**src/rtl/uart_fifo_param.sv**
```systemverilog
// rtl/uart_fifo_param.sv - parametrised UART: serializer, deserializer, TX/RX FIFOs
//
// Ports:
//   Pclk, rst_n         clock, asynchronous active-low reset
//   tx_data, tx_push    host word into the TX FIFO
//   rx_pop              pop the RX FIFO head (rx_data is first-word-fall-through)
//   err_clr             clear sticky frame_err / parity_err / overrun
//   rx, tx              serial pins, idle high
//   tx_/rx_ full/empty/count   registered FIFO status
//   busy                TX or RX state machine active
//   irq                 RX level at/above RX_THRESH or any sticky error

module uart_fifo_param_sfifo #(
  parameter int W     = 8,
  parameter int DEPTH = 16
) (
  input  logic                       clk_i,
  input  logic                       rst_ni,
  input  logic                       push_i,
  input  logic                       pop_i,
  input  logic [W-1:0]               wdata_i,
  output logic [W-1:0]               rdata_o,
  output logic                       full_o,
  output logic                       empty_o,
  output logic [$clog2(DEPTH):0]     count_o
);
  localparam int AW = $clog2(DEPTH);
  localparam int CW = AW + 1;

  logic [W-1:0]  mem_q [DEPTH];
  logic [AW:0]   wr_ptr_q, wr_ptr_d, rd_ptr_q, rd_ptr_d;
  logic [CW-1:0] count_q, count_d;
  logic          full_q, full_d, empty_q, empty_d;
  logic          do_push, do_pop;

  // Gating on the registered flags means a push into a full FIFO is dropped
  // even when a pop frees a slot in the same cycle.
  assign do_push = push_i && !full_q;
  assign do_pop  = pop_i && !empty_q;

  always_comb begin
    wr_ptr_d = wr_ptr_q;
    rd_ptr_d = rd_ptr_q;
    if (do_push) wr_ptr_d = wr_ptr_q + (AW+1)'(1);
    if (do_pop)  rd_ptr_d = rd_ptr_q + (AW+1)'(1);
    count_d = count_q + CW'(do_push) - CW'(do_pop);
    empty_d = (count_d == '0);
    full_d  = (count_d == CW'(DEPTH));
  end

  always_ff @(posedge clk_i or negedge rst_ni) begin
    if (!rst_ni) begin
      wr_ptr_q <= '0;
      rd_ptr_q <= '0;
      count_q  <= '0;
      full_q   <= 1'b0;
      empty_q  <= 1'b1;
    end else begin
      wr_ptr_q <= wr_ptr_d;
      rd_ptr_q <= rd_ptr_d;
      count_q  <= count_d;
      full_q   <= full_d;
      empty_q  <= empty_d;
    end
  end

  always_ff @(posedge clk_i) begin
    if (do_push) mem_q[wr_ptr_q[AW-1:0]] <= wdata_i;
  end

  assign rdata_o = mem_q[rd_ptr_q[AW-1:0]];
  assign full_o  = full_q;
  assign empty_o = empty_q;
  assign count_o = count_q;
endmodule

module uart_fifo_param #(
  parameter int DATA_BITS    = 8,
  parameter int DEPTH        = 16,
  parameter int CLKS_PER_BIT = 434,
  parameter int PARITY       = 0,
  parameter int RX_THRESH    = 1
) (
  input  logic                    Pclk,
  input  logic                    rst_n,
  input  logic [DATA_BITS-1:0]    tx_data,
  input  logic                    tx_push,
  input  logic                    rx_pop,
  input  logic                    err_clr,
  input  logic                    rx,
  output logic                    tx,
  output logic [DATA_BITS-1:0]    rx_data,
  output logic                    tx_full,
  output logic                    tx_empty,
  output logic                    rx_full,
  output logic                    rx_empty,
  output logic [$clog2(DEPTH):0]  tx_count,
  output logic [$clog2(DEPTH):0]  rx_count,
  output logic                    busy,
  output logic                    frame_err,
  output logic                    parity_err,
  output logic                    overrun,
  output logic                    irq
);
  localparam int CW   = $clog2(DEPTH) + 1;
  localparam int CNTW = $clog2(CLKS_PER_BIT);
  localparam int BITW = $clog2(DATA_BITS);
  localparam logic [CNTW-1:0] BIT_LAST  = CNTW'(CLKS_PER_BIT - 1);
  localparam logic [CNTW-1:0] HALF_LAST = CNTW'(CLKS_PER_BIT / 2 - 1);
  localparam logic [BITW-1:0] DATA_LAST = BITW'(DATA_BITS - 1);
  localparam logic            ODD       = (PARITY == 2);
  localparam logic            HAS_PAR   = (PARITY != 0);

  typedef enum logic [2:0] {S_IDLE, S_START, S_DATA, S_PAR, S_STOP} state_e;

  // ---------------- TX path ----------------
  state_e                 tx_state_q, tx_state_d;
  logic [CNTW-1:0]        tx_cnt_q, tx_cnt_d;
  logic [BITW-1:0]        tx_bit_q, tx_bit_d;
  logic [DATA_BITS-1:0]   tx_shift_q, tx_shift_d;
  logic                   tx_par_q, tx_par_d;
  logic                   tx_q, tx_d;
  logic                   tx_fifo_pop;
  logic [DATA_BITS-1:0]   tx_fifo_rdata;

  uart_fifo_param_sfifo #(.W(DATA_BITS), .DEPTH(DEPTH)) u_tx_fifo (
    .clk_i   (Pclk),
    .rst_ni  (rst_n),
    .push_i  (tx_push),
    .pop_i   (tx_fifo_pop),
    .wdata_i (tx_data),
    .rdata_o (tx_fifo_rdata),
    .full_o  (tx_full),
    .empty_o (tx_empty),
    .count_o (tx_count)
  );

  // tx_d is the line level for the next cycle, so each state sets up the
  // level of the bit that follows it; tx stays a clean flop output.
  always_comb begin
    tx_state_d  = tx_state_q;
    tx_cnt_d    = tx_cnt_q;
    tx_bit_d    = tx_bit_q;
    tx_shift_d  = tx_shift_q;
    tx_par_d    = tx_par_q;
    tx_d        = tx_q;
    tx_fifo_pop = 1'b0;
    case (tx_state_q)
      S_IDLE: begin
        tx_d = 1'b1;
        if (!tx_empty) begin
          tx_fifo_pop = 1'b1;
          tx_shift_d  = tx_fifo_rdata;
          tx_par_d    = (^tx_fifo_rdata) ^ ODD;
          tx_cnt_d    = '0;
          tx_bit_d    = '0;
          tx_d        = 1'b0;
          tx_state_d  = S_START;
        end
      end
      S_START: begin
        if (tx_cnt_q == BIT_LAST) begin
          tx_cnt_d   = '0;
          tx_d       = tx_shift_q[0];
          tx_state_d = S_DATA;
        end else begin
          tx_cnt_d = tx_cnt_q + CNTW'(1);
        end
      end
      S_DATA: begin
        if (tx_cnt_q == BIT_LAST) begin
          tx_cnt_d = '0;
          if (tx_bit_q == DATA_LAST) begin
            if (HAS_PAR) begin
              tx_d       = tx_par_q;
              tx_state_d = S_PAR;
            end else begin
              tx_d       = 1'b1;
              tx_state_d = S_STOP;
            end
          end else begin
            tx_bit_d   = tx_bit_q + BITW'(1);
            tx_shift_d = tx_shift_q >> 1;
            tx_d       = tx_shift_q[1];
          end
        end else begin
          tx_cnt_d = tx_cnt_q + CNTW'(1);
        end
      end
      S_PAR: begin
        if (tx_cnt_q == BIT_LAST) begin
          tx_cnt_d   = '0;
          tx_d       = 1'b1;
          tx_state_d = S_STOP;
        end else begin
          tx_cnt_d = tx_cnt_q + CNTW'(1);
        end
      end
      S_STOP: begin
        tx_d = 1'b1;
        if (tx_cnt_q == BIT_LAST) begin
          tx_cnt_d   = '0;
          tx_state_d = S_IDLE;
        end else begin
          tx_cnt_d = tx_cnt_q + CNTW'(1);
        end
      end
      default: begin
        tx_d       = 1'b1;
        tx_state_d = S_IDLE;
      end
    endcase
  end

  always_ff @(posedge Pclk or negedge rst_n) begin
    if (!rst_n) begin
      tx_state_q <= S_IDLE;
      tx_cnt_q   <= '0;
      tx_bit_q   <= '0;
      tx_shift_q <= '0;
      tx_par_q   <= 1'b0;
      tx_q       <= 1'b1;
    end else begin
      tx_state_q <= tx_state_d;
      tx_cnt_q   <= tx_cnt_d;
      tx_bit_q   <= tx_bit_d;
      tx_shift_q <= tx_shift_d;
      tx_par_q   <= tx_par_d;
      tx_q       <= tx_d;
    end
  end

  assign tx = tx_q;

  // ---------------- RX path ----------------
  state_e                 rx_state_q, rx_state_d;
  logic [CNTW-1:0]        rx_cnt_q, rx_cnt_d;
  logic [BITW-1:0]        rx_bit_q, rx_bit_d;
  logic [DATA_BITS-1:0]   rx_shift_q, rx_shift_d;
  logic                   rx_par_q, rx_par_d;
  logic                   rx_meta_q, rx_sync_q;
  logic                   rx_fifo_push;
  logic                   frame_set, parity_set, overrun_set;
  logic                   frame_err_q, frame_err_d;
  logic                   parity_err_q, parity_err_d;
  logic                   overrun_q, overrun_d;

  uart_fifo_param_sfifo #(.W(DATA_BITS), .DEPTH(DEPTH)) u_rx_fifo (
    .clk_i   (Pclk),
    .rst_ni  (rst_n),
    .push_i  (rx_fifo_push),
    .pop_i   (rx_pop),
    .wdata_i (rx_shift_q),
    .rdata_o (rx_data),
    .full_o  (rx_full),
    .empty_o (rx_empty),
    .count_o (rx_count)
  );

  // Synchroniser presets high so reset never looks like a start bit.
  always_ff @(posedge Pclk or negedge rst_n) begin
    if (!rst_n) begin
      rx_meta_q <= 1'b1;
      rx_sync_q <= 1'b1;
    end else begin
      rx_meta_q <= rx;
      rx_sync_q <= rx_meta_q;
    end
  end

  always_comb begin
    rx_state_d   = rx_state_q;
    rx_cnt_d     = rx_cnt_q;
    rx_bit_d     = rx_bit_q;
    rx_shift_d   = rx_shift_q;
    rx_par_d     = rx_par_q;
    rx_fifo_push = 1'b0;
    frame_set    = 1'b0;
    parity_set   = 1'b0;
    overrun_set  = 1'b0;
    case (rx_state_q)
      S_IDLE: begin
        if (!rx_sync_q) begin
          rx_cnt_d   = '0;
          rx_state_d = S_START;
        end
      end
      S_START: begin
        // Half a bit in: still low means a real start bit, and from here
        // every full bit period lands on a bit centre.
        if (rx_cnt_q == HALF_LAST) begin
          rx_cnt_d = '0;
          if (!rx_sync_q) begin
            rx_bit_d   = '0;
            rx_state_d = S_DATA;
          end else begin
            rx_state_d = S_IDLE;
          end
        end else begin
          rx_cnt_d = rx_cnt_q + CNTW'(1);
        end
      end
      S_DATA: begin
        if (rx_cnt_q == BIT_LAST) begin
          rx_cnt_d   = '0;
          rx_shift_d = {rx_sync_q, rx_shift_q[DATA_BITS-1:1]};
          if (rx_bit_q == DATA_LAST) begin
            if (HAS_PAR) rx_state_d = S_PAR;
            else         rx_state_d = S_STOP;
          end else begin
            rx_bit_d = rx_bit_q + BITW'(1);
          end
        end else begin
          rx_cnt_d = rx_cnt_q + CNTW'(1);
        end
      end
      S_PAR: begin
        if (rx_cnt_q == BIT_LAST) begin
          rx_cnt_d   = '0;
          rx_par_d   = rx_sync_q;
          rx_state_d = S_STOP;
        end else begin
          rx_cnt_d = rx_cnt_q + CNTW'(1);
        end
      end
      S_STOP: begin
        if (rx_cnt_q == BIT_LAST) begin
          rx_cnt_d   = '0;
          rx_state_d = S_IDLE;
          frame_set  = !rx_sync_q;
          parity_set = HAS_PAR && (rx_par_q != ((^rx_shift_q) ^ ODD));
          if (!frame_set && !parity_set) begin
            if (rx_full) overrun_set  = 1'b1;
            else         rx_fifo_push = 1'b1;
          end
        end else begin
          rx_cnt_d = rx_cnt_q + CNTW'(1);
        end
      end
      default: rx_state_d = S_IDLE;
    endcase
  end

  // A set event in the same cycle as err_clr wins.
  always_comb begin
    frame_err_d  = frame_set   | (frame_err_q  & ~err_clr);
    parity_err_d = parity_set  | (parity_err_q & ~err_clr);
    overrun_d    = overrun_set | (overrun_q    & ~err_clr);
  end

  always_ff @(posedge Pclk or negedge rst_n) begin
    if (!rst_n) begin
      rx_state_q   <= S_IDLE;
      rx_cnt_q     <= '0;
      rx_bit_q     <= '0;
      rx_shift_q   <= '0;
      rx_par_q     <= 1'b0;
      frame_err_q  <= 1'b0;
      parity_err_q <= 1'b0;
      overrun_q    <= 1'b0;
    end else begin
      rx_state_q   <= rx_state_d;
      rx_cnt_q     <= rx_cnt_d;
      rx_bit_q     <= rx_bit_d;
      rx_shift_q   <= rx_shift_d;
      rx_par_q     <= rx_par_d;
      frame_err_q  <= frame_err_d;
      parity_err_q <= parity_err_d;
      overrun_q    <= overrun_d;
    end
  end

  assign frame_err  = frame_err_q;
  assign parity_err = parity_err_q;
  assign overrun    = overrun_q;
  assign busy       = (tx_state_q != S_IDLE) || (rx_state_q != S_IDLE);
  assign irq        = (rx_count >= CW'(RX_THRESH)) | frame_err_q | parity_err_q | overrun_q;
endmodule

```
**config.mk**
```make
export PLATFORM = sky130hd
export DESIGN_NAME = uart_fifo_param
export DESIGN_NICKNAME = d
export VERILOG_FILES = /design/src/rtl/uart_fifo_param.sv
export SDC_FILE = /design/constraint.sdc
export NUM_CORES = 1
export LEC_CHECK = 0
export BUFFER_PORTS_ARGS = -buffer_cell sky130_fd_sc_hd__buf_2
export CORE_ASPECT_RATIO = 1.1
export CORE_UTILIZATION = 62
export CTS_CLUSTER_DIAMETER = 80
export DETAILED_ROUTE_END_ITERATION = 8
export PLACE_DENSITY = 0.79
export REMOVE_ABC_BUFFERS = 1
export SLEW_MARGIN = 20
export SYNTH_ARGS = -nofsm -noshare
export SYNTH_HDL_FRONTEND = slang
export SYNTH_SLANG_ARGS = --single-unit
```
**constraint.sdc**
```tcl
create_clock -name Pclk -period 3.6 [get_ports Pclk]
set_clock_uncertainty 0.15 [all_clocks]
set_input_delay 0.36 -clock Pclk [delete_from_list [all_inputs] [get_ports Pclk]]
set_output_delay 0.36 -clock Pclk [all_outputs]
set_load 0.02 [all_outputs]
```
# --- Yosys cells after proc, flatten, opt, wreduce, memory -nomap -nowiden ---
# Memories as Yosys holds them, arrays and structs flattened.
# Index checks and enable logic that the tools add are counted.
totals:
  output_inout_bits: 28
  wordCells: 165
  ramBits: 256
  ff_bits: 86
  inputBits: 14
  mem_count: 2
memory_table:
  columns: ["name", "depth", "word_bits", "read_ports", "rd_ports_with_merged_regs", "wr", "line", "source"]
  rows:
  - ["u_rx_fifo.mem_q", 16, 8, 1, 0, 1, "30", "logic [W-1:0] mem_q [DEPTH];"]
  - ["u_tx_fifo.mem_q", 16, 8, 1, 0, 1, "30", null]
op_classes:
  order_cmp: 1
  bitwise_logic: 9
  n_addsub: 12
  mux: 57
  n_eq_ne: 30
  n_reduce_logical: 30
op_table:
  columns: ["op", "n"]
  rows:
  - ["3-bit 2-to-1 mux", 19]
  - ["9-bit 2-to-1 mux", 5]
  - ["2-bit inequality test, second input constant", 15]
  - ["3-bit one-hot mux with 5 select lines", 2]
  - ["9-bit one-hot mux with 3 select lines", 1]
  - ["8-bit 2-to-1 mux", 3]
  - ["1-bit 2-to-1 mux", 21]
  - ["5-bit by 1-bit adder with 5-bit output, second input constant", 4]
  - ["9-bit by 1-bit adder with 9-bit output, second input constant", 2]
  - ["9-bit == test, second input constant", 2]
  - ["9-bit one-hot mux with 2 select lines", 1]
  - ["8-bit one-hot mux with 2 select lines", 1]
  - ["3-bit by 2-bit == test with 1-bit output, second input constant", 4]
  - ["3-bit == test, second input constant", 4]
  - ["3-bit one-hot mux with 2 select lines", 2]
  - ["6-bit AND reduction", 2]
  - ["5-bit by 1-bit adder with 5-bit output", 2]
  - ["5-bit == test, second input constant", 2]
  - ["5-bit logical NOT", 2]
  - ["5-bit by 1-bit subtractor with 5-bit output", 2]
  - ["9-bit by 8-bit == test with 1-bit output, second input constant", 1]
  - ["3-bit nonzero test", 3]
  - ["3-bit by 1-bit adder with 3-bit output, second input constant", 2]
  - ["3-bit by 1-bit == test with 1-bit output, second input constant", 2]
  - ["17 further kinds", 35]

# --- Longest topological paths before layout ---
# Gate-level depths: netlist of the first run.
depth:
  word_depth: 8
  mapped_depth: 13
  mapped_depth_nobuf: 12

# --- Cells and area by module ---
# Synthesis of the first run repeated with hierarchy kept, for this count alone.
hier_totals:
  cells_unflattened: 828
  hier_area_um2: 14360.0
by_module_without_submodules:
  columns: ["mod", "instances", "cells_each", "area_per_inst_um2", "seq_area_each_um2"]
  rows:
  - ["uart_fifo_param_sfifo (u_tx_fifo)", 1, 289, 5799.3, 4220.3]
  - ["uart_fifo_param_sfifo (u_rx_fifo)", 1, 282, 5763.0, 4220.3]
  - ["uart_fifo_param", 1, 257, 2797.7, 1305.0]

# --- Worst setup path after synthesis of the first run ---
# OpenSTA, ideal clock, no wires.
synth_timing:
  path_kind: "register to register"
  startpoint: "register u_tx_fifo.empty_q, in the netlist u_tx_fifo.empty_o"
  endpoint: "register u_tx_fifo.full_q, in the netlist u_tx_fifo.full_o"
  t_arrival_ns: 2.730
  path_slack_ns: 0.631
  period_less_slack_ns: 2.969
  path_stages_with_launch: 13
  cell_sequence: "dfstp_2 -> nand2b_1 -> clkbuf_1 -> inv_1 -> buf_2 -> ha_1 -> inv_1 -> ha_1 -> fa_1 -> a21o_1 -> a21oi_1 -> xnor2_1 -> nor3b_1"
synth_via:
  elab_chain_cells: 5
synth_rtl:
  columns: ["item", "line", "source"]
  rows:
  - ["start, declared", "33", "logic full_q, full_d, empty_q, empty_d;"]
  - ["start signal, assigned", "63", "empty_q <= empty_d;"]
  - ["1-bit 2-to-1 mux", "151", "if (!tx_empty) begin"]
  - ["1-bit 2-to-1 mux", "148", "case (tx_state_q)"]
  - ["1-bit logical AND (*)", "39", "assign do_pop = pop_i && !empty_q;"]
  - ["named net u_tx_fifo.do_pop", "34", "logic do_push, do_pop;"]
  - ["5-bit by 1-bit subtractor with 5-bit output (*)", "46", "count_d = count_q + CW'(do_push) - CW'(do_pop);"]
  - ["named net u_tx_fifo.count_d[4]", "32", "logic [CW-1:0] count_q, count_d;"]
  - ["5-bit == test (*)", "48", "full_d = (count_d == CW'(DEPTH));"]
  - ["named net u_tx_fifo.full_d", "33", null]
  - ["end signal, assigned", "62", "full_q <= full_d;"]
  - ["end, declared", "33", null]
# Mark *: on every way through the listed nets, which the timed path passes. The rest lies on a longest branch.
# A chain may end at the register's enable or synchronous reset.

# --- Worst setup path after layout of the first run ---
layout_timing:
  startpoint: "register tx_state_q[2]"
  endpoint: "register u_tx_fifo.full_q, in the netlist u_tx_fifo.full_o"
layout_via:
  elab_chain_cells: 5
layout_rtl:
  columns: ["item", "line", "source"]
  rows:
  - ["start, declared", "117", "state_e tx_state_q, tx_state_d;"]
  - ["start signal, assigned", "224", "tx_state_q <= tx_state_d;"]
  - ["3-bit logical NOT", "148", null]
  - ["1-bit 2-to-1 mux", "148", null]
  - ["1-bit logical AND", "39", null]
  - ["5-bit by 1-bit subtractor with 5-bit output", "46", null]
  - ["named net u_tx_fifo.count_d[4]", "32", null]
  - ["5-bit == test", "48", null]
  - ["named net u_tx_fifo.full_d", "33", null]
# The timed path passes the listed nets, and every way through them passes these cells.

==> results of run 1 <==
routing by layer:
metal	up-vias	part of all wire [%]	track usage, %
li1	3339	-	-
met1	3895	39	32.7
met2	290	52	43.2
met3	73	5.4	4.01
met4	0	3.4	11.0
met5	-	0	0
registers in the layout, indices dropped and copies added (netlist names), 3 cells and up:
name / cells
u_rx_fifo.mem_q: 128
u_tx_fifo.mem_q: 128
rx_cnt_q: 9
tx_cnt_q: 9
rx_shift_q: 8
tx_shift_q: 8
u_rx_fifo.count_o: 5
u_tx_fifo.count_o: 5
u_rx_fifo.rd_ptr_q: 4
u_rx_fifo.wr_ptr_q: 4
u_tx_fifo.rd_ptr_q: 4
u_tx_fifo.wr_ptr_q: 4
rx_bit_q: 3
rx_state_q: 3
tx_bit_q: 3
tx_state_q: 3
kinds of logic (layout without fill, tap and decap cells):
group,after synthesis,after routing,share of synthesized area [%]
buf+inv,73,154,2.30
flops,338,338,68.6
xor+xnor,21,21,1.29
compound gates,103,103,4.94
simple gates,167,167,6.78
fa+ha+maj,35,35,3.19
mux,91,91,12.9
cell usage after synthesis, drive strengths merged (7+ instances only):
cell    count
edfxtp    256
dfrtp      77
mux4       73
inv        36
nand2      34
ha         33
and2       28
o21ai      26
buf        21
a21oi      20
a22oi      19
and3       19
clkbuf     16
nor2       16
xnor2      15
nand3      14
mux2       12
nor3       10
nor2b       9
o22a        7
stage by stage:
step	cells	utilization [%]	setup WS, ns
2_1_floorplan	791	-	0.467
3_3_place_gp	1135	65.8	0.558
4_1_cts	1199	70.7	0.319
3_5_place_dp	1135	65.8	0.381
6_report	1204	70.9	0.302
5_1_grt	1204	70.9	0.0128
worst register-to-register path, delay by kind of cell (launching register included):
kind / cells / cell delay [ns]
compound gates: 2 / 0.35
flops: 1 / 0.55
xor+xnor: 1 / 0.19
fa+ha+maj: 3 / 1.01
simple gates: 3 / 0.65
buf+inv: 2 / 0.33
what timing repair did:
item,CTS,global route
resized for setup,0,2
setup buffers,0,5
setup endpoints to repair,0,1
hold buffers,3,0
hold endpoints to repair,81,0
cell type report:
class,instances,area [µm²]
Clock buffer,46,927
Clock inverter,15,135
Fill cell,1330,6500
Inverter,36,139
Multi-Input combinational cell,417,4140
Sequential cell,338,9750
Tap cell,295,369
Timing Repair Buffer,57,364
power by group through the flow:
stage | Sequential (mW) | Combinational [mW] | Clock, mW
finish | 4.97 | 2.70 | 3.37
global route | 5.01 | 2.92 | 3.56
CTS | 4.96 | 2.69 | 3.41
detailed placement | 5.03 | 2.66 | 0
global placement | 5.01 | 2.54 | 0
floorplan | 5.26 | 1.57 | 0
how the worst min path moves through the flow:
stage / startpoint / endpoint / slack [ns]
6_report: tx_data[7] / u_tx_fifo.mem_q[7][7]$_DFFE_PP_ / 0.08
4_1_cts: tx_data[7] / u_tx_fifo.mem_q[7][7]$_DFFE_PP_ / 0.07
5_1_grt: tx_data[7] / u_tx_fifo.mem_q[4][7]$_DFFE_PP_ / 0.08
3_3_place_gp: rx_meta_q$_DFF_PN1_ / rx_sync_q$_DFF_PN1_ / 0.20
3_5_place_dp: rx_meta_q$_DFF_PN1_ / rx_sync_q$_DFF_PN1_ / 0.20
2_1_floorplan: rst_n / frame_err$_DFF_PN0_ / -0.09
==> metrics.log, run 1 <==
[metrics] run status: finished clean
[metrics] number of synthesized flops with an enable pin: 256
[metrics] deepest clock path buffer count: 3
[metrics] Final Hold Fails: 0
[metrics] Post-DP HPWL: around 18000 µm
[metrics] share of total power in the clock network: roughly 30%
[metrics] distinct cell type count after synthesis: 67
[metrics] data arrival time of the critical path: about 3.6 ns
[metrics] kind of cell with the highest combined delay on the critical path: adder cells
[metrics] number of pins with negative max-slew slack in the final report: 0
[metrics] sw frac: 29.5%
[metrics] remaining global-route overflow: 0
[metrics] post-DR vias/cell: 6.31
[metrics] number of rows created at floorplan: 57
[metrics] gate count after technology mapping: 828
[metrics] finished layout cell area: 15800 µm²
[metrics] Logic pwr share: about a quarter
[metrics] static leakage: between 5 and 6 nW
[metrics] weighted congestion at the end of routability-driven global placement: 0.809
[metrics] Root Buffer: clkbuf_16
[metrics] Critical Path Source Type: flop
[metrics] Die Span Y: 161 µm
[metrics] power density over the cells: 697 nW/µm²
[metrics] Final Hold Slack: 0.0804 ns
[metrics] Area contributors post-synth: edfxtp_1, dfrtp_1, mux4_2, ha_1, and2_1
[metrics] antenna viol nets, final: 0
[metrics] switching power total: 3.26 mW
[metrics] final critical path time including I/O delays and setup: ~3.3 ns
[metrics] iteration count of the initial detailed-routing pass: 5
[metrics] DRC errors left: 0
[metrics] FF-to-FF End: u_tx_fifo.full_o$_DFF_PN0_
[metrics] maximum frequency from static timing analysis: 303 MHz
[metrics] timing startpoint of the critical path: tx_state_q[2]$_DFFE_PN0P_
[metrics] total of endpoints with negative setup slack in the final report: 0
[metrics] worst-case reg-to-reg path depth: 11
[metrics] wire length per cell: 23.6 µm
[metrics] area share of the largest cell type after synthesis: 54.1%
[metrics] sum of buffers and inverters on the critical path: 2
[metrics] sequential group share of total power: 45.0%
[metrics] sequential element share of the synthesized area: 68.6%
[metrics] count of boundary I/O pins: 42
[metrics] cell depth of the worst setup path: 11
[metrics] Starting Density: 63.7%
[metrics] share of async-settable or async-resettable flops after synthesis: 24.3%
[metrics] final worst path period share: 91.6%
[metrics] worst hold path depth: 1
[metrics] cell seen most often among critical-path stages: ha_1
[metrics] Total Die Area: approximately 24000 µm²
[metrics] most instantiated flip-flop cell in the synthesis netlist: edfxtp_1
[metrics] final WL: 28400 µm
[metrics] Total Routing Usage GR: about a quarter
[metrics] layout overhead on the synthesized area: 11.3%
[metrics] cell with the biggest individual delay on the critical path: dfrtp_1
[metrics] FF-to-FF setup slack: 0.30 ns
[metrics] latest clock arrival within the worst-skew pair: 0.51 ns
[metrics] post-placement cell area: between 10000 and 15000 µm²
[metrics] global-route wire length before repair: 44800 µm
[metrics] chip width: 146 µm
[metrics] CTS sink cnt: 338
[metrics] number of levels in the clock H-tree: 2
[metrics] antenna diode count: 0
[metrics] type of destination of the critical path: flop
[metrics] final-stage net count: between 900 and 1000
[metrics] path class of the lowest-slack min-delay path: in2reg
[metrics] Max Cap Viol: 0
[metrics] vias in the first global route: 8146
[metrics] via count: 7597
[metrics] TritonCTS clock tree: yes
[metrics] number of design-rule violations left by the first detailed-router iteration: 651
[metrics] max_slew headroom: 36.4%
[metrics] maximum resistive drop on vdd: 549 µV
[metrics] power consumption: 11.0 mW
[metrics] Worst EP required: 3.86 ns
[metrics] library cell with the largest summed area after synthesis: edfxtp_1
[metrics] Max Fanout on Critical Path: 11
[metrics] RSZ-0062 raised after global routing: false
[metrics] total CTS buffers: 34
[metrics] R2R Path Start: tx_state_q[2]$_DFFE_PN0P_
[metrics] Warnings, synthesis: 0
[metrics] internal power contribution: roughly 7.8 mW
[metrics] aggregate negative setup slack: 0 ns
[metrics] number of synthesized register bits: roughly 340
[metrics] leading cell types in the layout, fill and taps excluded: edfxtp_1, dfrtp_1, mux4_2, buf_2
[metrics] ordered cell list for the critical path: nor3_1, nand2b_1, clkinvlp_4, ha_1, inv_1, ha_1, fa_1, a21o_1, a21oi_1, xnor2_1, nor3b_1
[metrics] capture point of the worst path: u_tx_fifo.full_o$_DFF_PN0_
[metrics] actual transition at the worst max-transition pin: about 0.93 ns
[metrics] core area: 22300 µm²
[metrics] most frequent standard cell in the layout excluding fill and tap cells: edfxtp_1
[metrics] post-synthesis instance area: ~14000 µm²
[metrics] Worst Path Class, Setup: reg2reg
[metrics] Syn Area/Cell: 17.2 µm²
[metrics] delay of the slowest cell on the worst path: between 0.5 and 0.6 ns
[metrics] layout cell share with drive strength beyond 1: a little under a quarter
[metrics] largest net degree at the start of global routing: a little over 80
[metrics] Port Buf Inserts: 41
[metrics] clock-pin transition on the worst setup and hold timing paths: 0.06 ns
[metrics] initial antenna violation count: 0
No activity file was read; power rests on OpenSTA's default activity.
==> inputs of run 2 (changes only) <==
--- a/config.mk
+++ b/config.mk
@@ -15,4 +15,5 @@
 export SLEW_MARGIN = 20
 export SYNTH_ARGS = -nofsm -noshare
 export SYNTH_HDL_FRONTEND = slang
+export SYNTH_HIERARCHICAL = 1
 export SYNTH_SLANG_ARGS = --single-unit
==> run 2 against run 1 <==
Combinational power down 26%; synthesized cell count unchanged; critical path type unchanged; sequential power down 5.2%; critical endpoint is now u_rx_fifo/full_o$_DFF_PN0_; worst setup slack worse by 0.20 ns.
==> metrics.log, run 2 <==
[metrics] Starting Density: 63.0% (was 63.7%)
[metrics] core area: 22800 µm² (was 22300 µm²)
[metrics] number of synthesized register bits: 338 (unchanged)
[metrics] layout overhead on the synthesized area: 10.7% (was 11.3%)
[metrics] most instantiated flip-flop cell in the synthesis netlist: edfxtp_1 (unchanged)
[metrics] antenna viol nets, final: 0 (unchanged)
[metrics] chip width: 147 µm (was 146 µm)
[metrics] Worst Path Class, Setup: reg2reg (unchanged)
[metrics] sum of buffers and inverters on the critical path: 3 (was 2)
[metrics] gate count after technology mapping: 828 (unchanged)
[metrics] via count: 7556 (was 7597)
[metrics] number of design-rule violations left by the first detailed-router iteration: 596 (was 651)
[metrics] Die Span Y: 162 µm (was 161 µm)
[metrics] latest clock arrival within the worst-skew pair: 0.55 ns (was 0.51 ns)
[metrics] CTS sink cnt: 338 (unchanged)
[metrics] Root Buffer: clkbuf_16 (unchanged)
[metrics] cell seen most often among critical-path stages: inv_1 (was ha_1)
[metrics] delay of the slowest cell on the worst path: 0.40 ns (was 0.55 ns)
[metrics] Total Die Area: 23800 µm² (was 23500 µm²)
[metrics] clock-pin transition on the worst setup and hold timing paths: 0.06 ns (about the same)
[metrics] path class of the lowest-slack min-delay path: in2reg (unchanged)
[metrics] total of endpoints with negative setup slack in the final report: 0 (unchanged)
[metrics] worst-case reg-to-reg path depth: 14 (was 11)
[metrics] maximum frequency from static timing analysis: 286 MHz (was 303 MHz)
[metrics] cell depth of the worst setup path: 14 (was 11)
[metrics] number of synthesized flops with an enable pin: 256 (unchanged)
[metrics] area share of the largest cell type after synthesis: 53.5% (was 54.1%)
[metrics] vias in the first global route: 7886 (was 8146)
[metrics] Syn Area/Cell: 17.3 µm² (was 17.2 µm²)
[metrics] Worst EP required: 3.90 ns (was 3.86 ns)
[metrics] actual transition at the worst max-transition pin: 1.00 ns (was 0.927 ns)
[metrics] remaining global-route overflow: 0 (unchanged)
[metrics] largest net degree at the start of global routing: 73 (was 83)
[metrics] Post-DP HPWL: 17700 µm (was 18100 µm)
[metrics] final worst path period share: 97.1% (was 91.6%)
[metrics] library cell with the largest summed area after synthesis: edfxtp_1 (unchanged)
[metrics] Area contributors post-synth: edfxtp_1, dfrtp_1, mux4_2, mux4_1, ha_1 (was edfxtp_1, dfrtp_1, mux4_2, ha_1, and2_1)
[metrics] deepest clock path buffer count: 3 (unchanged)
[metrics] FF-to-FF End: u_rx_fifo/full_o$_DFF_PN0_ (was u_tx_fifo.full_o$_DFF_PN0_)
[metrics] cell with the biggest individual delay on the critical path: dfrtp_1 (unchanged)
[metrics] weighted congestion at the end of routability-driven global placement: 0.836 (was 0.809)
[metrics] power density over the cells: 627 nW/µm² (was 697 nW/µm²)
[metrics] R2R Path Start: rx_cnt_q[1]$_DFFE_PN0P_ (was tx_state_q[2]$_DFFE_PN0P_)
[metrics] post-DR vias/cell: 6.23 (was 6.31)
[metrics] run status: finished clean (unchanged)
[metrics] worst hold path depth: 1 (unchanged)
[metrics] leading cell types in the layout, fill and taps excluded: edfxtp_1, dfrtp_1, nand2_1, buf_2, and2_1 (was edfxtp_1, dfrtp_1, mux4_2, buf_2)
[metrics] count leader, synth: edfxtp_1 (unchanged)
[metrics] total CTS buffers: 31 (was 34)
[metrics] Post-synth top cells: edfxtp_1, dfrtp_1, nand2_1 (was edfxtp_1, dfrtp_1, mux4_2)
[metrics] Port Buf Inserts: 41 (unchanged)
[metrics] number of pins with negative max-slew slack in the final report: 0 (unchanged)
[metrics] final-stage net count: 934 (was 933)
[metrics] destination of the worst hold path: u_tx_fifo/mem_q[6][2]$_DFFE_PP_ (was u_tx_fifo.mem_q[7][7]$_DFFE_PP_)
[metrics] sequential element share of the synthesized area: 67.9% (was 68.6%)
[metrics] TritonCTS clock tree: yes (unchanged)
[metrics] power consumption: 9.97 mW (was 11.0 mW)
[metrics] layout cell share with drive strength beyond 1: 21.4% (was 22.9%)
[metrics] kind of cell with the highest combined delay on the critical path: simple AND/OR/NAND/NOR gates (was adder cells)
[metrics] static leakage: 5.49 nW (was 5.36 nW)
[metrics] initial antenna violation count: 0 (unchanged)
[metrics] number of levels in the clock H-tree: 1 (was 2)
[metrics] count of boundary I/O pins: 42 (unchanged)
[metrics] launch instance of the worst min-delay path: tx_data[2] (was tx_data[7])
[metrics] Final Hold Fails: 0 (unchanged)
[metrics] final critical path time including I/O delays and setup: 3.50 ns (was 3.30 ns)
[metrics] Max Fanout on Critical Path: 4 (was 11)
[metrics] max_slew headroom: 32.9% (was 36.4%)
[metrics] antenna diode count: 0 (unchanged)
[metrics] Filler Cells Inserted: 1401 (was 1330)
[metrics] post-synthesis instance area: 14400 µm² (was 14200 µm²)
[metrics] Max Cap Viol: 0 (unchanged)
[metrics] aggregate negative setup slack: 0 ns (unchanged)
[metrics] FF-to-FF setup slack: 0.10 ns (was 0.30 ns)
[metrics] iteration count of the initial detailed-routing pass: 5 (unchanged)
[metrics] ordered cell list for the critical path: inv_1, ha_1, and4bb_2, nand2_2, nor4b_2, nor2b_2, inv_1, ha_1, inv_1, ha_2, fa_2, xor2_1, or3_4, nor3b_4 (was nor3_1, nand2b_1, clkinvlp_4, ha_1, inv_1, ha_1, fa_1, a21o_1, a21oi_1, xnor2_1, nor3b_1)
[metrics] Warnings, synthesis: 6 (was 0)
[metrics] Critical Path Source Type: flop (unchanged)
[metrics] wire length per cell: 22.5 µm (was 23.6 µm)
[metrics] final WL: 27300 µm (was 28400 µm)
[metrics] type of destination of the critical path: flop (unchanged)
[metrics] data arrival time of the critical path: 3.80 ns (was 3.56 ns)
[metrics] number of rows created at floorplan: 58 (was 57)
[metrics] most frequent standard cell in the layout excluding fill and tap cells: edfxtp_1 (unchanged)
[metrics] Total Routing Usage GR: 23.7% (was 25.4%)
[metrics] Final Hold Slack: 0.0416 ns (was 0.0804 ns)
[metrics] DRC errors left: 0 (unchanged)
[metrics] share of async-settable or async-resettable flops after synthesis: 24.3% (unchanged)
[metrics] maximum resistive drop on vdd: 613 µV (was 549 µV)
[metrics] distinct cell type count after synthesis: 66 (was 67)
[metrics] global-route wire length before repair: 43000 µm (was 44800 µm)
-- run 2: cell count changes after synthesis, sizes merged, moves of 9 or more --
cell    delta
mux2      +16
o21ai     -15
nand2     +19
clkbuf    -12
and3      -14
and2      +10
a22oi     +14
mux4       -9
-- run 2: layer usage --
layer	track usage [%]	part of all wire [%]	vias up	wire length, µm
li1	-	-	3373	-
met1	30.3	40	3905	10900
met2	42.6	53	239	14600
met3	3.28	4.8	39	1320
met4	6.56	1.8	0	495
met5	0	0	-	0
-- run 2: what timing repair did --
action	in CTS	in global routing
buffers inserted	1	3
hold buffers	3	0
pin swaps	0	3
resized for setup	3	7
endpoints found under the setup margin	1	2
hold endpoints to repair	70	0
-- run 2: power by group --
part	internal (mW)	switching [mW]	total (mW)
logic	0.822	1.18	2.00
clock network	1.92	1.34	3.27
registers	4.48	0.223	4.71
total	7.23	2.74	9.97
-- run 2: worst max path at each step --
stage	endpoint	slack, ns	from
after floorplan	u_rx_fifo/full_o$_DFF_PN0_	0.14	rx_cnt_q[1]$_DFFE_PN0P_
after global placement	u_rx_fifo/full_o$_DFF_PN0_	0.22	rx_cnt_q[1]$_DFFE_PN0P_
after detailed placement	u_rx_fifo/full_o$_DFF_PN0_	-0.003	rx_cnt_q[1]$_DFFE_PN0P_
after CTS	u_rx_fifo/full_o$_DFF_PN0_	0.04	rx_cnt_q[1]$_DFFE_PN0P_
after global routing	u_rx_fifo/full_o$_DFF_PN0_	-0.03	rx_cnt_q[1]$_DFFE_PN0P_
final	u_rx_fifo/full_o$_DFF_PN0_	0.10	rx_cnt_q[1]$_DFFE_PN0P_
-- run 2: worst reg2reg max path: cells and delay by family, from the launching register on --
| kind | cells | cell delay (ns) |
|---|---|---|
| simple gates | 6 | 1.43 |
| flops | 1 | 0.40 |
| fa+ha+maj | 4 | 1.01 |
| xor+xnor | 1 | 0.20 |
| buf+inv | 3 | 0.22 |
-- run 2: kinds of logic (layout without fill, tap and decap cells) --
kind of cell	Yosys count	count (layout)	synth area share, %
simple gates	175	175	6.81
mux	98	98	13.4
fa+ha+maj	31	31	2.81
buf+inv	69	154	2.97
compound gates	98	98	5.00
flops	338	338	67.9
xor+xnor	19	19	1.16
-- run 2: area by class of cell --
class / count / area [µm²] / area share [%]
flip-flops and latches: 338 / 9750 / 61.3
inverters: 33 / 124 / 0.779
multi-input cells: 421 / 4230 / 26.6
well taps: 300 / 375 / 2.36
clock buffers: 35 / 791 / 4.97
clock inverters: 22 / 226 / 1.42
repair buffers: 64 / 400 / 2.52
-- run 2: stage by stage --
stage / worst slack, ns / utilization [%] / instances / area (µm²)
after floorplan: 0.141 / - / 792 / 14100
after global placement: 0.221 / 64.8 / 1149 / 14800
after detailed placement: -0.00285 / 64.8 / 1149 / 14800
after CTS: 0.0410 / 69.5 / 1210 / 15800
after global routing: -0.0346 / 69.8 / 1213 / 15900
final: 0.103 / 69.8 / 1213 / 15900
==> inputs of run 3 (changes only) <==
--- a/config.mk
+++ b/config.mk
@@ -10,9 +10,9 @@
 export CORE_UTILIZATION = 62
 export CTS_CLUSTER_DIAMETER = 80
 export DETAILED_ROUTE_END_ITERATION = 8
-export PLACE_DENSITY = 0.79
+export GPL_TIMING_DRIVEN = 0
+export PLACE_DENSITY_LB_ADDON = 0.1
 export REMOVE_ABC_BUFFERS = 1
-export SLEW_MARGIN = 20
 export SYNTH_ARGS = -nofsm -noshare
 export SYNTH_HDL_FRONTEND = slang
 export SYNTH_HIERARCHICAL = 1
==> run 3 against run 2 <==
Via count shrank 1.6%; global-route usage shrank 0.72 points; cell count shrank 0.82%; register-to-register slack gained 0.08 ns; sequential share of layout area shrank 0.30 points; hold slack gained 0.041 ns; combinational power shrank 9%; sequential cell count is the same; critical path type unchanged; largest cell class unchanged; largest power group unchanged.
==> metrics.log, run 3 (synthesis gave the netlist of run 2 again) <==
[metrics] ordered cell list for the critical path: nor4_4, nor2b_2, ha_1, inv_1, ha_1, inv_1, fa_1, xnor2_1, nor4b_1, mux2i_1, and3b_1 (was inv_1, ha_1, and4bb_2, nand2_2, nor4b_2, nor2b_2, inv_1, ha_1, inv_1, ha_2, fa_2, xor2_1, or3_4, nor3b_4)
[metrics] layout overhead on the synthesized area: 11.3% (was 10.7%)
[metrics] Worst EP required: 3.88 ns (was 3.90 ns)
[metrics] leading cell types in the layout, fill and taps excluded: edfxtp_1, dfrtp_1, nand2_1, buf_2, and2_1 (unchanged)
[metrics] Port Buf Inserts: 41 (unchanged)
[metrics] number of pins with negative max-slew slack in the final report: 0 (unchanged)
[metrics] Total Routing Usage GR: 23.0% (was 23.7%)
[metrics] post-placement cell area: 14700 µm² (was 14800 µm²)
[metrics] delay of the slowest cell on the worst path: 0.50 ns (was 0.40 ns)
[metrics] cell with the biggest individual delay on the critical path: dfrtp_1 (unchanged)
[metrics] clock-pin transition on the worst setup and hold timing paths: 0.06 ns (about the same)
[metrics] sum of buffers and inverters on the critical path: 2 (was 3)
[metrics] vias in the first global route: 7699 (was 7886)
[metrics] Post-DP HPWL: 17100 µm (was 17700 µm)
[metrics] final critical path time including I/O delays and setup: 3.42 ns (was 3.50 ns)
[metrics] data arrival time of the critical path: 3.69 ns (was 3.80 ns)
[metrics] Worst Path Class, Setup: reg2reg (unchanged)
[metrics] layout cell share with drive strength beyond 1: 20.9% (was 21.4%)
[metrics] Max Cap Viol: 0 (unchanged)
[metrics] aggregate negative setup slack: 0 ns (unchanged)
[metrics] wire length per cell: 21.7 µm (was 22.5 µm)
[metrics] Placed Cells incl. Taps: 1137 (was 1149)
[metrics] power density over the cells: 633 nW/µm² (was 627 nW/µm²)
[metrics] Max Fanout on Critical Path: 10 (was 4)
[metrics] DRC errors left: 0 (unchanged)
[metrics] actual transition at the worst max-transition pin: 0.976 ns (was 1.00 ns)
[metrics] R2R Path Start: tx_state_q[1]$_DFFE_PN0P_ (was rx_cnt_q[1]$_DFFE_PN0P_)
[metrics] core area: 22800 µm² (unchanged)
[metrics] antenna diode count: 0 (unchanged)
[metrics] TritonCTS clock tree: yes (unchanged)
[metrics] total of endpoints with negative setup slack in the final report: 0 (unchanged)
[metrics] post-DR vias/cell: 6.18 (was 6.23)
[metrics] FF-to-FF setup slack: 0.18 ns (was 0.10 ns)
[metrics] Final Hold Fails: 0 (unchanged)
[metrics] global-route wire length before repair: 41700 µm (was 43000 µm)
[metrics] FF-to-FF End: u_tx_fifo/full_o$_DFF_PN0_ (was u_rx_fifo/full_o$_DFF_PN0_)
[metrics] max_slew headroom: 34.8% (was 32.9%)
[metrics] Critical Path Source Type: flop (unchanged)
[metrics] remaining global-route overflow: 0 (unchanged)
[metrics] power consumption: 10.1 mW (was 9.97 mW)
[metrics] most frequent standard cell in the layout excluding fill and tap cells: edfxtp_1 (unchanged)
[metrics] maximum resistive drop on vdd: 527 µV (was 613 µV)
[metrics] number of levels in the clock H-tree: 2 (was 1)
[metrics] worst-case reg-to-reg path depth: 11 (was 14)
[metrics] final-stage net count: 923 (was 934)
[metrics] RSZ-0062 raised after global routing: false
[metrics] weighted congestion at the end of routability-driven global placement: 0.830 (was 0.836)
[metrics] maximum frequency from static timing analysis: 293 MHz (was 286 MHz)
[metrics] Final Hold Slack: 0.0828 ns (was 0.0416 ns)
[metrics] largest net degree at the start of global routing: 70 (was 73)
[metrics] initial antenna violation count: 0 (unchanged)
[metrics] final WL: 26100 µm (was 27300 µm)
[metrics] capture point of the worst path: u_tx_fifo/full_o$_DFF_PN0_ (was u_rx_fifo/full_o$_DFF_PN0_)
[metrics] kind of cell with the highest combined delay on the critical path: simple AND/OR/NAND/NOR gates (unchanged)
[metrics] Filler Cells Inserted: 1455 (was 1401)
[metrics] CTS sink cnt: 338 (unchanged)
[metrics] iteration count of the initial detailed-routing pass: 5 (unchanged)
[metrics] static leakage: 5.49 nW (about the same)
[metrics] number of rows created at floorplan: 58 (unchanged)
[metrics] type of destination of the critical path: flop (unchanged)
[metrics] chip width: 147 µm (unchanged)
[metrics] deepest clock path buffer count: 3 (unchanged)
[metrics] area of combinational cells with multiple inputs: 4250 µm² (was 4230 µm²)
[metrics] cell depth of the worst setup path: 11 (was 14)
[metrics] path class of the lowest-slack min-delay path: in2reg (unchanged)
[metrics] Root Buffer: clkbuf_16 (unchanged)
[metrics] via count: 7433 (was 7556)
[metrics] latest clock arrival within the worst-skew pair: 0.51 ns (was 0.55 ns)
[metrics] sequential standard cell area: 9750 µm² (about the same)
[metrics] final instance count without filler cells: 1203 (was 1213)
[metrics] Total Die Area: 23800 µm² (unchanged)
[metrics] Die Span Y: 162 µm (unchanged)
[metrics] antenna viol nets, final: 0 (unchanged)
[metrics] number of design-rule violations left by the first detailed-router iteration: 528 (was 596)
[metrics] Starting Density: 63.0% (unchanged)
[metrics] timing startpoint of the critical path: tx_state_q[1]$_DFFE_PN0P_ (was rx_cnt_q[1]$_DFFE_PN0P_)
[metrics] run status: finished clean (unchanged)
[metrics] finished layout cell area: 16000 µm² (was 15900 µm²)
[metrics] total CTS buffers: 34 (was 31)
[metrics] final worst path period share: 94.9% (was 97.1%)
[metrics] count of boundary I/O pins: 42 (unchanged)
run 3: through the flow:
step | setup slack [ns] | utilization (%)
after floorplan | 0.141 | -
after global placement | -0.356 | 64.2
after detailed placement | -0.359 | 64.7
after CTS | 0.0284 | 69.9
after global routing | 0.00390 | 70.1
final | 0.184 | 70.1
run 3: worst min path at each step:
| stage | startpoint | to | slack, ns | cells past startpoint |
|---|---|---|---|---|
| finish | tx_data[5] | u_tx_fifo/mem_q[1][5]$_DFFE_PP_ | 0.08 | 1 |
| global route | tx_data[3] | u_tx_fifo/mem_q[1][3]$_DFFE_PP_ | 0.08 | 1 |
| CTS | tx_data[5] | u_tx_fifo/mem_q[1][5]$_DFFE_PP_ | 0.07 | 1 |
| detailed placement | rst_n | tx_cnt_q[7]$_DFFE_PN0P_ | 0.08 | 1 |
| global placement | rx_meta_q$_DFF_PN1_ | rx_sync_q$_DFF_PN1_ | 0.20 | 0 |
| floorplan | rst_n | frame_err$_DFF_PN0_ | -0.09 | 0 |
run 3: what timing repair did:
item,in CTS,in global routing
hold endpoints to repair,81,0
hold buffers,3,0
gates resized for setup,5,9
buffers inserted,1,1
setup endpoints to repair,6,4
pin swaps,0,3
run 3: area by class of cell:
class	count	area share (%)
tap	300	2.35
sequential	338	61.0
timing repair buffer	50	2.18
clock buffer	46	5.99
inverter	33	0.775
clock inverter	15	1.08
multi-input combinational	421	26.6
run 3: where the power goes:
part	total (mW)	internal, mW	switching [mW]
clock	3.53	2.15	1.38
combinational	1.82	0.767	1.06
sequential	4.76	4.48	0.276
total	10.1	7.40	2.71
run 3: metal layers:
layer	share of wire [%]	wire length (µm)	vias to the layer above	global-route usage (%)
li1	-	-	3344	-
met1	42	11000	3871	29.8
met4	1.6	410	0	6.19
met5	0	0	-	0
met3	3.7	965	39	3.56
met2	53	13700	179	40.7
run 3: worst reg2reg max path, stage by stage, from the launching register on:
cell     delay [ns]
dfrtp_1        0.50
nor4_4         0.44
nor2b_2        0.38
ha_1           0.29
inv_1          0.06
ha_1           0.15
inv_1          0.06
fa_1           0.43
xnor2_1        0.18
nor4b_1        0.30
mux2i_1        0.15
and3b_1        0.23
